===== config.mk =====
export PLATFORM = sky130hd
export DESIGN_NAME = fixed_point_complex_multiplier_flat
export DESIGN_NICKNAME = d
export VERILOG_FILES = /design/src/rtl/fixed_point_complex_multiplier_if.sv /design/src/rtl/fixed_point_complex_multiplier.sv /design/src/flat_wrapper.sv
export SDC_FILE = /design/constraint.sdc
export NUM_CORES = 2
export LEC_CHECK = 0
export CELL_PAD_IN_SITES_DETAIL_PLACEMENT = 1
export CELL_PAD_IN_SITES_GLOBAL_PLACEMENT = 2
export CORE_UTILIZATION = 40
export DETAILED_ROUTE_END_ITERATION = 16
export GPL_ROUTABILITY_DRIVEN = 0
export GPL_TIMING_DRIVEN = 0
export MAX_ROUTING_LAYER = met4
export PLACE_DENSITY = 0.85
export SYNTH_ARGS = -nofsm -noshare
export SYNTH_HDL_FRONTEND = slang
export SYNTH_SLANG_ARGS = --single-unit

===== constraint.sdc =====
create_clock -name clk -period 9.15 [get_ports clk]
set_input_delay 1.83 -clock clk [delete_from_list [all_inputs] [get_ports clk]]
set_output_delay 1.83 -clock clk [all_outputs]
set_load 0.01 [all_outputs]

===== src/rtl/fixed_point_complex_multiplier_if.sv =====
// Streaming bus of the fixed-point complex multiplier: operand channel,
// result channel, and the sticky-overflow side band.
interface fixed_point_complex_multiplier_if #(
  parameter int WIDTH = 16
);
  logic                    in_valid;
  logic                    in_ready;
  logic signed [WIDTH-1:0] a_re;
  logic signed [WIDTH-1:0] a_im;
  logic signed [WIDTH-1:0] b_re;
  logic signed [WIDTH-1:0] b_im;
  logic                    out_valid;
  logic                    out_ready;
  logic signed [WIDTH-1:0] p_re;
  logic signed [WIDTH-1:0] p_im;
  logic                    sat_re;
  logic                    sat_im;
  logic                    clear_flags;
  logic                    overflow_sticky;

  modport slave (
    input  in_valid, a_re, a_im, b_re, b_im, out_ready, clear_flags,
    output in_ready, out_valid, p_re, p_im, sat_re, sat_im, overflow_sticky
  );

  modport master (
    output in_valid, a_re, a_im, b_re, b_im, out_ready, clear_flags,
    input  in_ready, out_valid, p_re, p_im, sat_re, sat_im, overflow_sticky
  );
endinterface


===== src/rtl/fixed_point_complex_multiplier.sv =====
// Three-stage signed fixed-point complex multiplier with truncate/round,
// saturation and a single global stall driven by downstream backpressure.
module fixed_point_complex_multiplier #(
  parameter int WIDTH             = 16,
  parameter int EXP_WIDTH_A       = 15,
  parameter int EXP_WIDTH_B       = 5,
  parameter int EXP_WIDTH_PRODUCT = 5,
  parameter int ROUND             = 0
) (
  input logic                             clk,
  input logic                             reset,
  fixed_point_complex_multiplier_if.slave bus
);
  localparam int S      = EXP_WIDTH_A + EXP_WIDTH_B - EXP_WIDTH_PRODUCT;
  localparam int STAGES = 3;
  localparam int PW     = 2 * WIDTH;
  localparam int SW     = 2 * WIDTH + 2;  // sum bit + headroom for rounding add

  localparam logic signed [SW-1:0] MAXV = {{(SW-WIDTH+1){1'b0}}, {(WIDTH-1){1'b1}}};
  localparam logic signed [SW-1:0] MINV = {{(SW-WIDTH+1){1'b1}}, {(WIDTH-1){1'b0}}};
  localparam logic signed [SW-1:0] RND  = (ROUND != 0) ? (SW'(1) <<< (S-1)) : '0;

  generate
    if (S < 1) begin : g_bad_shift
      $error("fixed_point_complex_multiplier: shift amount must be >= 1");
    end
  endgenerate

  logic [STAGES:1]         vld_pipe_q;
  logic signed [WIDTH-1:0] ar_q, ai_q, br_q, bi_q;
  logic signed [PW-1:0]    rr_q, ii_q, ri_q, ir_q;
  logic signed [WIDTH-1:0] p_re_q, p_im_q, p_re_d, p_im_d;
  logic                    sat_re_q, sat_im_q, sat_re_d, sat_im_d;
  logic                    sticky_q;
  logic                    adv;
  logic signed [SW-1:0]    re_w, im_w;

  assign adv = bus.out_ready || !vld_pipe_q[STAGES];

  // Returns {saturated, value}: shift first, then clamp the wide result.
  function automatic logic [WIDTH:0] rnd_sat(input logic signed [SW-1:0] x);
    logic signed [SW-1:0] r;
    r = (x + RND) >>> S;
    if (r > MAXV)      rnd_sat = {1'b1, MAXV[WIDTH-1:0]};
    else if (r < MINV) rnd_sat = {1'b1, MINV[WIDTH-1:0]};
    else               rnd_sat = {1'b0, r[WIDTH-1:0]};
  endfunction

  always_comb begin
    re_w = SW'(rr_q) - SW'(ii_q);
    im_w = SW'(ri_q) + SW'(ir_q);
    {sat_re_d, p_re_d} = rnd_sat(re_w);
    {sat_im_d, p_im_d} = rnd_sat(im_w);
  end

  always_ff @(posedge clk) begin
    if (reset) begin
      vld_pipe_q <= '0;
      ar_q       <= '0;
      ai_q       <= '0;
      br_q       <= '0;
      bi_q       <= '0;
      rr_q       <= '0;
      ii_q       <= '0;
      ri_q       <= '0;
      ir_q       <= '0;
      p_re_q     <= '0;
      p_im_q     <= '0;
      sat_re_q   <= 1'b0;
      sat_im_q   <= 1'b0;
      sticky_q   <= 1'b0;
    end else begin
      if (adv) begin
        vld_pipe_q <= {vld_pipe_q[STAGES-1:1], bus.in_valid};
        ar_q       <= bus.a_re;
        ai_q       <= bus.a_im;
        br_q       <= bus.b_re;
        bi_q       <= bus.b_im;
        rr_q       <= ar_q * br_q;
        ii_q       <= ai_q * bi_q;
        ri_q       <= ar_q * bi_q;
        ir_q       <= ai_q * br_q;
        p_re_q     <= p_re_d;
        p_im_q     <= p_im_d;
        sat_re_q   <= sat_re_d;
        sat_im_q   <= sat_im_d;
      end
      // A saturated result leaving the block beats a simultaneous clear.
      if (vld_pipe_q[STAGES] && bus.out_ready && (sat_re_q || sat_im_q))
        sticky_q <= 1'b1;
      else if (bus.clear_flags)
        sticky_q <= 1'b0;
    end
  end

  assign bus.in_ready        = adv;
  assign bus.out_valid       = vld_pipe_q[STAGES];
  assign bus.p_re            = p_re_q;
  assign bus.p_im            = p_im_q;
  assign bus.sat_re          = sat_re_q;
  assign bus.sat_im          = sat_im_q;
  assign bus.overflow_sticky = sticky_q;
endmodule


===== src/flat_wrapper.sv =====
// flat-port wrapper written by rule: the top's interface ports become plain ports
module fixed_point_complex_multiplier_flat 
#(
  parameter int WIDTH             = 16,
  parameter int EXP_WIDTH_A       = 15,
  parameter int EXP_WIDTH_B       = 5,
  parameter int EXP_WIDTH_PRODUCT = 5,
  parameter int ROUND             = 0
)
  (clk, reset, bus_in_valid, bus_a_re, bus_a_im, bus_b_re, bus_b_im, bus_out_ready, bus_clear_flags, bus_in_ready, bus_out_valid, bus_p_re, bus_p_im, bus_sat_re, bus_sat_im, bus_overflow_sticky);
  fixed_point_complex_multiplier_if #(.WIDTH(WIDTH)) bus_i ();
  input logic clk;
  input logic reset;
  input wire logic [$bits(bus_i.in_valid)-1:0] bus_in_valid;
  input wire logic [$bits(bus_i.a_re)-1:0] bus_a_re;
  input wire logic [$bits(bus_i.a_im)-1:0] bus_a_im;
  input wire logic [$bits(bus_i.b_re)-1:0] bus_b_re;
  input wire logic [$bits(bus_i.b_im)-1:0] bus_b_im;
  input wire logic [$bits(bus_i.out_ready)-1:0] bus_out_ready;
  input wire logic [$bits(bus_i.clear_flags)-1:0] bus_clear_flags;
  output wire logic [$bits(bus_i.in_ready)-1:0] bus_in_ready;
  output wire logic [$bits(bus_i.out_valid)-1:0] bus_out_valid;
  output wire logic [$bits(bus_i.p_re)-1:0] bus_p_re;
  output wire logic [$bits(bus_i.p_im)-1:0] bus_p_im;
  output wire logic [$bits(bus_i.sat_re)-1:0] bus_sat_re;
  output wire logic [$bits(bus_i.sat_im)-1:0] bus_sat_im;
  output wire logic [$bits(bus_i.overflow_sticky)-1:0] bus_overflow_sticky;
  assign bus_i.in_valid = bus_in_valid;
  assign bus_i.a_re = bus_a_re;
  assign bus_i.a_im = bus_a_im;
  assign bus_i.b_re = bus_b_re;
  assign bus_i.b_im = bus_b_im;
  assign bus_i.out_ready = bus_out_ready;
  assign bus_i.clear_flags = bus_clear_flags;
  assign bus_in_ready = bus_i.in_ready;
  assign bus_out_valid = bus_i.out_valid;
  assign bus_p_re = bus_i.p_re;
  assign bus_p_im = bus_i.p_im;
  assign bus_sat_re = bus_i.sat_re;
  assign bus_sat_im = bus_i.sat_im;
  assign bus_overflow_sticky = bus_i.overflow_sticky;
  fixed_point_complex_multiplier #(.WIDTH(WIDTH), .EXP_WIDTH_A(EXP_WIDTH_A), .EXP_WIDTH_B(EXP_WIDTH_B), .EXP_WIDTH_PRODUCT(EXP_WIDTH_PRODUCT), .ROUND(ROUND)) u_core (.clk(clk), .reset(reset), .bus(bus_i));
endmodule

# --- Yosys cells after proc, flatten, opt, wreduce, memory -nomap -nowiden ---
# Index checks and enable logic that the tools add are counted.
totals:
  regBits: 230
  inputBits: 69
classes:
  add_sub_neg: 2
  n_mul: 4
  magnitude_cmp: 4
  mux: 6
  n_reduce_logical: 6
op_table:
  columns: ["cell", "n"]
  rows:
  - ["multiplier 16 x 16 -> 32 bit", 4]
  - ["two-way mux 17 bit", 4]
  - ["> comparator 18 x 16 -> 1 bit (second input constant)", 2]
  - ["less-than comparator 18 x 16 -> 1 bit (second input constant)", 2]
  - ["adder 32 x 32 -> 33 bit", 1]
  - ["subtractor 32 x 32 -> 33 bit", 1]
  - ["logical AND 1 bit", 2]
  - ["logical OR 1 bit", 2]
  - ["two-way mux 1 bit", 2]
  - ["nonzero test 2 bit", 1]
  - ["zero test 1 bit", 1]

# --- Logic depth before layout (Yosys ltp) ---
depth:
  depth_word: 4
  mapped_depth: 24
  depth_no_buf: 23

# --- Least setup slack after synthesis ---
# OpenSTA, ideal clock, no wires.
synth_timing:
  path_type: "register -> register"
  start: "register u_core.ar_q[15]"
  end: "register u_core.rr_q[30]"
  setup_ps: 128
  arrival_time_ps: 6134
  required_ps: 9022
  path_slack_ps: 2888
  path_stages_with_launch: 23
  path_buffers: 2
  period_less_slack_ps: 6262
  cell_sequence: "dfxtp_1 clkbuf_1 nand2_1 inv_1 fa_1 fa_1 fa_1 fa_1 fa_1 inv_1 fa_1 inv_1 ha_1 clkbuf_1 nand4_1 or2_2 nor4_1 nand3_1 nand3_1 a41oi_1 a211oi_1 xnor2_1 o21ai_0"
synth_between:
  elab_chain_len: 1
synth_lines:
  columns: ["element", "line_no", "rtl"]
  rows:
  - ["start, declared", "fixed_point_complex_multiplier.sv:30", "logic signed [WIDTH-1:0] ar_q, ai_q, br_q, bi_q;"]
  - ["start signal, assigned", "fixed_point_complex_multiplier.sv:75", "ar_q <= bus.a_re;"]
  - ["multiplier 16 x 16 -> 32 bit", "fixed_point_complex_multiplier.sv:79", "rr_q <= ar_q * br_q;"]
  - ["end signal, assigned", "fixed_point_complex_multiplier.sv:79", null]
  - ["end, declared", "fixed_point_complex_multiplier.sv:31", "logic signed [PW-1:0] rr_q, ii_q, ri_q, ir_q;"]
# No other way between the ends.
# A chain may end at the register's enable or synchronous reset.

# --- Final worst setup path ---
layout_timing:
  start: "register u_core.br_q[6]"
  end: "register u_core.ir_q[31]"
layout_between:
  elab_chain_len: 1
layout_lines:
  columns: ["element", "line_no", "rtl"]
  rows:
  - ["start, declared", "fixed_point_complex_multiplier.sv:30", null]
  - ["start signal, assigned", "fixed_point_complex_multiplier.sv:77", "br_q <= bus.b_re;"]
  - ["multiplier 16 x 16 -> 32 bit", "fixed_point_complex_multiplier.sv:82", "ir_q <= ai_q * br_q;"]
  - ["end signal, assigned", "fixed_point_complex_multiplier.sv:82", null]
  - ["end, declared", "fixed_point_complex_multiplier.sv:31", null]
# No other way between the ends.

==> impl_results.md <==
- Status: finished with violations
- Failing checks: max-capacitance violations, max-slew violations
- Count of cell types in the netlist: 78
- First-pass GRT wire length: 293000 um
- Internal: 5.28 mW
- Ratio of cells with drive above 1 in the final layout: 0.0176
- Metal1 wirelength: 82500 um
- Fin. Hold Viols: 0
- Die area: 126000 sq um
- Nets: 7343
- DRT antenna net count: 0
- Vias: 40900
- Leakage: 27.0 nW
- Cell count after synthesis: 5698
- Crit path launch type: flop
- Most frequent cells in the layout: 1200 x inv_1, 1048 x fa_1, 844 x nand2_1
- Most common cell on crit path: fa_1
- CP required: 9.62 ns
- Area Overhead vs Synth: 8.76%
- Post-synth EDFFs: 0
- Row count: 129
- Min setup slack post-route: 0.120 ns
- Slew @ Worst Pin: 1.57 ns
- Sw Ratio: 0.555
- DRC: 0
- Comb pwr share: 0.750
- Detailed placer's ending HPWL: 167000 um
- Unrepaired setup endpoints after global routing: no
- Final setup fails: 0
- Drt first pass iters: 5
- Yosys warns: 0
- Power Total: 11.9 mW
- DR WL met3: 21600 um
- Grt total ovfl: 0
- Sw power: 6.59 mW
- Asr flop ratio synth: 0
- Largest net degree at the start of global routing: 17
- Top_reg_cell synth: dfxtp_1
- Wire length on met2: 85500 um
- Max Root-Sink Buffers: 3
- Vias/cell: 5.43
- Die height: 355 um
- Sink Count: 230
- Max Clk Rate: 111 MHz
- CP max FO: 10
- Setup_tns: 0 ns
- Starting DRT DRC Count: 3247
- Max Cap Viol: 2
- Per-cell routed wire length: 26.6 um
- DRT Wirelength: 201000 um
- Sequential Power Share: 0.132
- Final setup skew: 0.0620 ns
- Commonest non-fill, non-tap cell in the layout: inv_1
- GRT Overall Usage: 0.331
- Max stage delay on crit path: 1.19 ns
- Critical path arrival: 9.49 ns
- Number of global-route vias before repair: 43800
- Fill cell count: 14800
- # hold bufs at CTS: 0
- CTS Buf Count: 31
- Clk root buf: clkbuf_16
- Die W: 355 um
- Uppermost routed layer: met4
- Yosys reg bits: 230
- Final worst path period need: 9.03 ns
- Crit. End Element: flop
- Clk Latency, worst-skew pair: 0.68 ns
- Relative slew slack: -0.0448
- Starting Density: 0.403
- Initial antenna violation count: 26
- Critical-path cell list: clkbuf_1, and2_1, fa_1, inv_1, fa_1, fa_1, inv_1, fa_1, fa_1, inv_1, fa_1, inv_1, ha_1, and3_1, nand2_1, nor3_1, o211ai_1, a31oi_1, a211o_1, o31ai_2, xnor2_2, a211oi_1
- Worst Path Buf+Inv: 5
- Clock Power Share: 0.118
- Clock Pin Slew Worst Setup and Hold Paths: 0.06 ns
- Max Slew Vio Count: 26
- # IOs: 106
- Setup CP Type: reg2reg
- Critical path's slowest cell: clkbuf_1
- Mapped Area: 49900 sq um
- Setup WS pre-CTS: 0.106 ns
- CTS tree: built
- Core area: 124000 sq um
- Fin crit share: 0.987
- Cell Pwr Density: 219 nW/um^2
- Maximum VDD drop: 196 uV
- Worst hold path type: reg2reg
- H-tree depth: 1
- Seq/Total Area, Yosys: 0.0923
- Syn_nets: 7205
- Top delay family on crit path: adder cells
- Fin Hold WS: 0.454 ns
- PortBufs: 105
- Syn Area/Cell: 8.75 sq um
-- Yosys cell counts (all sizes together) (46+ instances only) --
library cell  number  area share
xor2              46      0.0081
ha               390       0.098
xnor2            108       0.019
fa              1048        0.42
dfxtp            230       0.092
nor2             168       0.013
nand3             51      0.0051
o21ai             86      0.0087
clkbuf           266       0.020
a211oi            57      0.0095
a21oi            278       0.028
and2             495       0.062
nand2            848       0.064
inv             1200       0.090
a21o              79       0.012
-- worst reg2reg max path, cell delays in order (launching register included) --
cell and delay [ns]:
dfxtp_1 0.84, clkbuf_1 1.20, and2_1 0.28, fa_1 0.41, inv_1 0.08, fa_1 0.43, fa_1 0.51, inv_1 0.05
fa_1 0.50, fa_1 0.50, inv_1 0.05, fa_1 0.47, inv_1 0.04, ha_1 0.36, and3_1 0.24, nand2_1 0.06
nor3_1 0.51, o211ai_1 0.32, a31oi_1 0.57, a211o_1 0.30, o31ai_2 0.12, xnor2_2 0.82, a211oi_1 0.17
-- layout make-up --
type | count | area [sq um] | share of cell area
multi-input cells | 3992 | 39700 | 0.733
flip-flops and latches | 230 | 4600 | 0.0849
inverters | 1201 | 4510 | 0.0831
well taps | 1637 | 2050 | 0.0378
plain buffers | 275 | 1060 | 0.0195
repair buffers | 105 | 1050 | 0.0194
clock buffers | 41 | 893 | 0.0165
clock inverters | 17 | 262 | 0.00482
diodes | 34 | 85.1 | 0.00157
-- cell families (layout without fill, tap and decap cells) --
group / after synthesis / after routing / synth area share
and+or+nand+nor: 1729 / 1729 / 0.165
buffers and inverters: 1476 / 1639 / 0.111
adders and majority gates: 1438 / 1438 / 0.518
AOI/OAI and AO/OA: 668 / 668 / 0.0851
DFF: 230 / 230 / 0.0923
xor gates and xnor gates: 154 / 154 / 0.0270
muxes: 3 / 3 / 0.000602
other: 0 / 34 / 0
-- flip-flops by register name (all words and copies together), names as in the netlist --
name	count
u_core.ii_q	32
u_core.ir_q	32
u_core.ri_q	32
u_core.rr_q	32
u_core.ai_q	16
u_core.ar_q	16
u_core.bi_q	16
u_core.br_q	16
u_core.bus.p_im	16
u_core.bus.p_re	16
u_core.vld_pipe_q	3
u_core.bus.overflow_sticky	1
u_core.bus.sat_im	1
u_core.bus.sat_re	1
-- stage by stage --
step                cells  utilization  cell area (sq um)
floorplan            5698            -              49900
global placement     7440        0.429              53000
detailed placement   7440        0.429              53000
CTS                  7498        0.438              54200
global route         7519        0.439              54200
finish               7532        0.439              54300
-- power by group through the flow --
stage | sequential (mW) | combinational, mW | clock [mW]
global placement | 1.57 | 8.44 | 0
global route | 1.58 | 9.67 | 1.45
floorplan | 1.46 | 5.34 | 0
detailed placement | 1.58 | 8.69 | 0
CTS | 1.56 | 8.74 | 1.42
finish | 1.57 | 8.90 | 1.40
-- worst paths after layout --
path | startpoint | end | slack (ns) | cells past startpoint
max reg2reg | u_core.br_q[6]$_SDFFE_PP0P_ | u_core.ir_q[31]$_SDFFE_PP0P_ | 0.12 | 22
min reg2reg | u_core.bus.p_re[15]$_SDFFE_PP0P_ | u_core.bus.p_re[15]$_SDFFE_PP0P_ | 0.45 | 2
min | u_core.bus.p_re[15]$_SDFFE_PP0P_ | u_core.bus.p_re[15]$_SDFFE_PP0P_ | 0.45 | 2
max | u_core.br_q[6]$_SDFFE_PP0P_ | u_core.ir_q[31]$_SDFFE_PP0P_ | 0.12 | 22
-- per-layer routing --
metal  vias to the layer above  GRT usage
li1                      17600          -
met1                     21100      0.429
met2                      1807      0.484
met3                       374     0.0925
met4                         0      0.143
met5                         -          -
-- timing repair --
item                       CTS  global route
resized for setup            0             6
buffers inserted             0             0
setup endpoints to repair    0             3
Power figures use the tool's default switching activity.
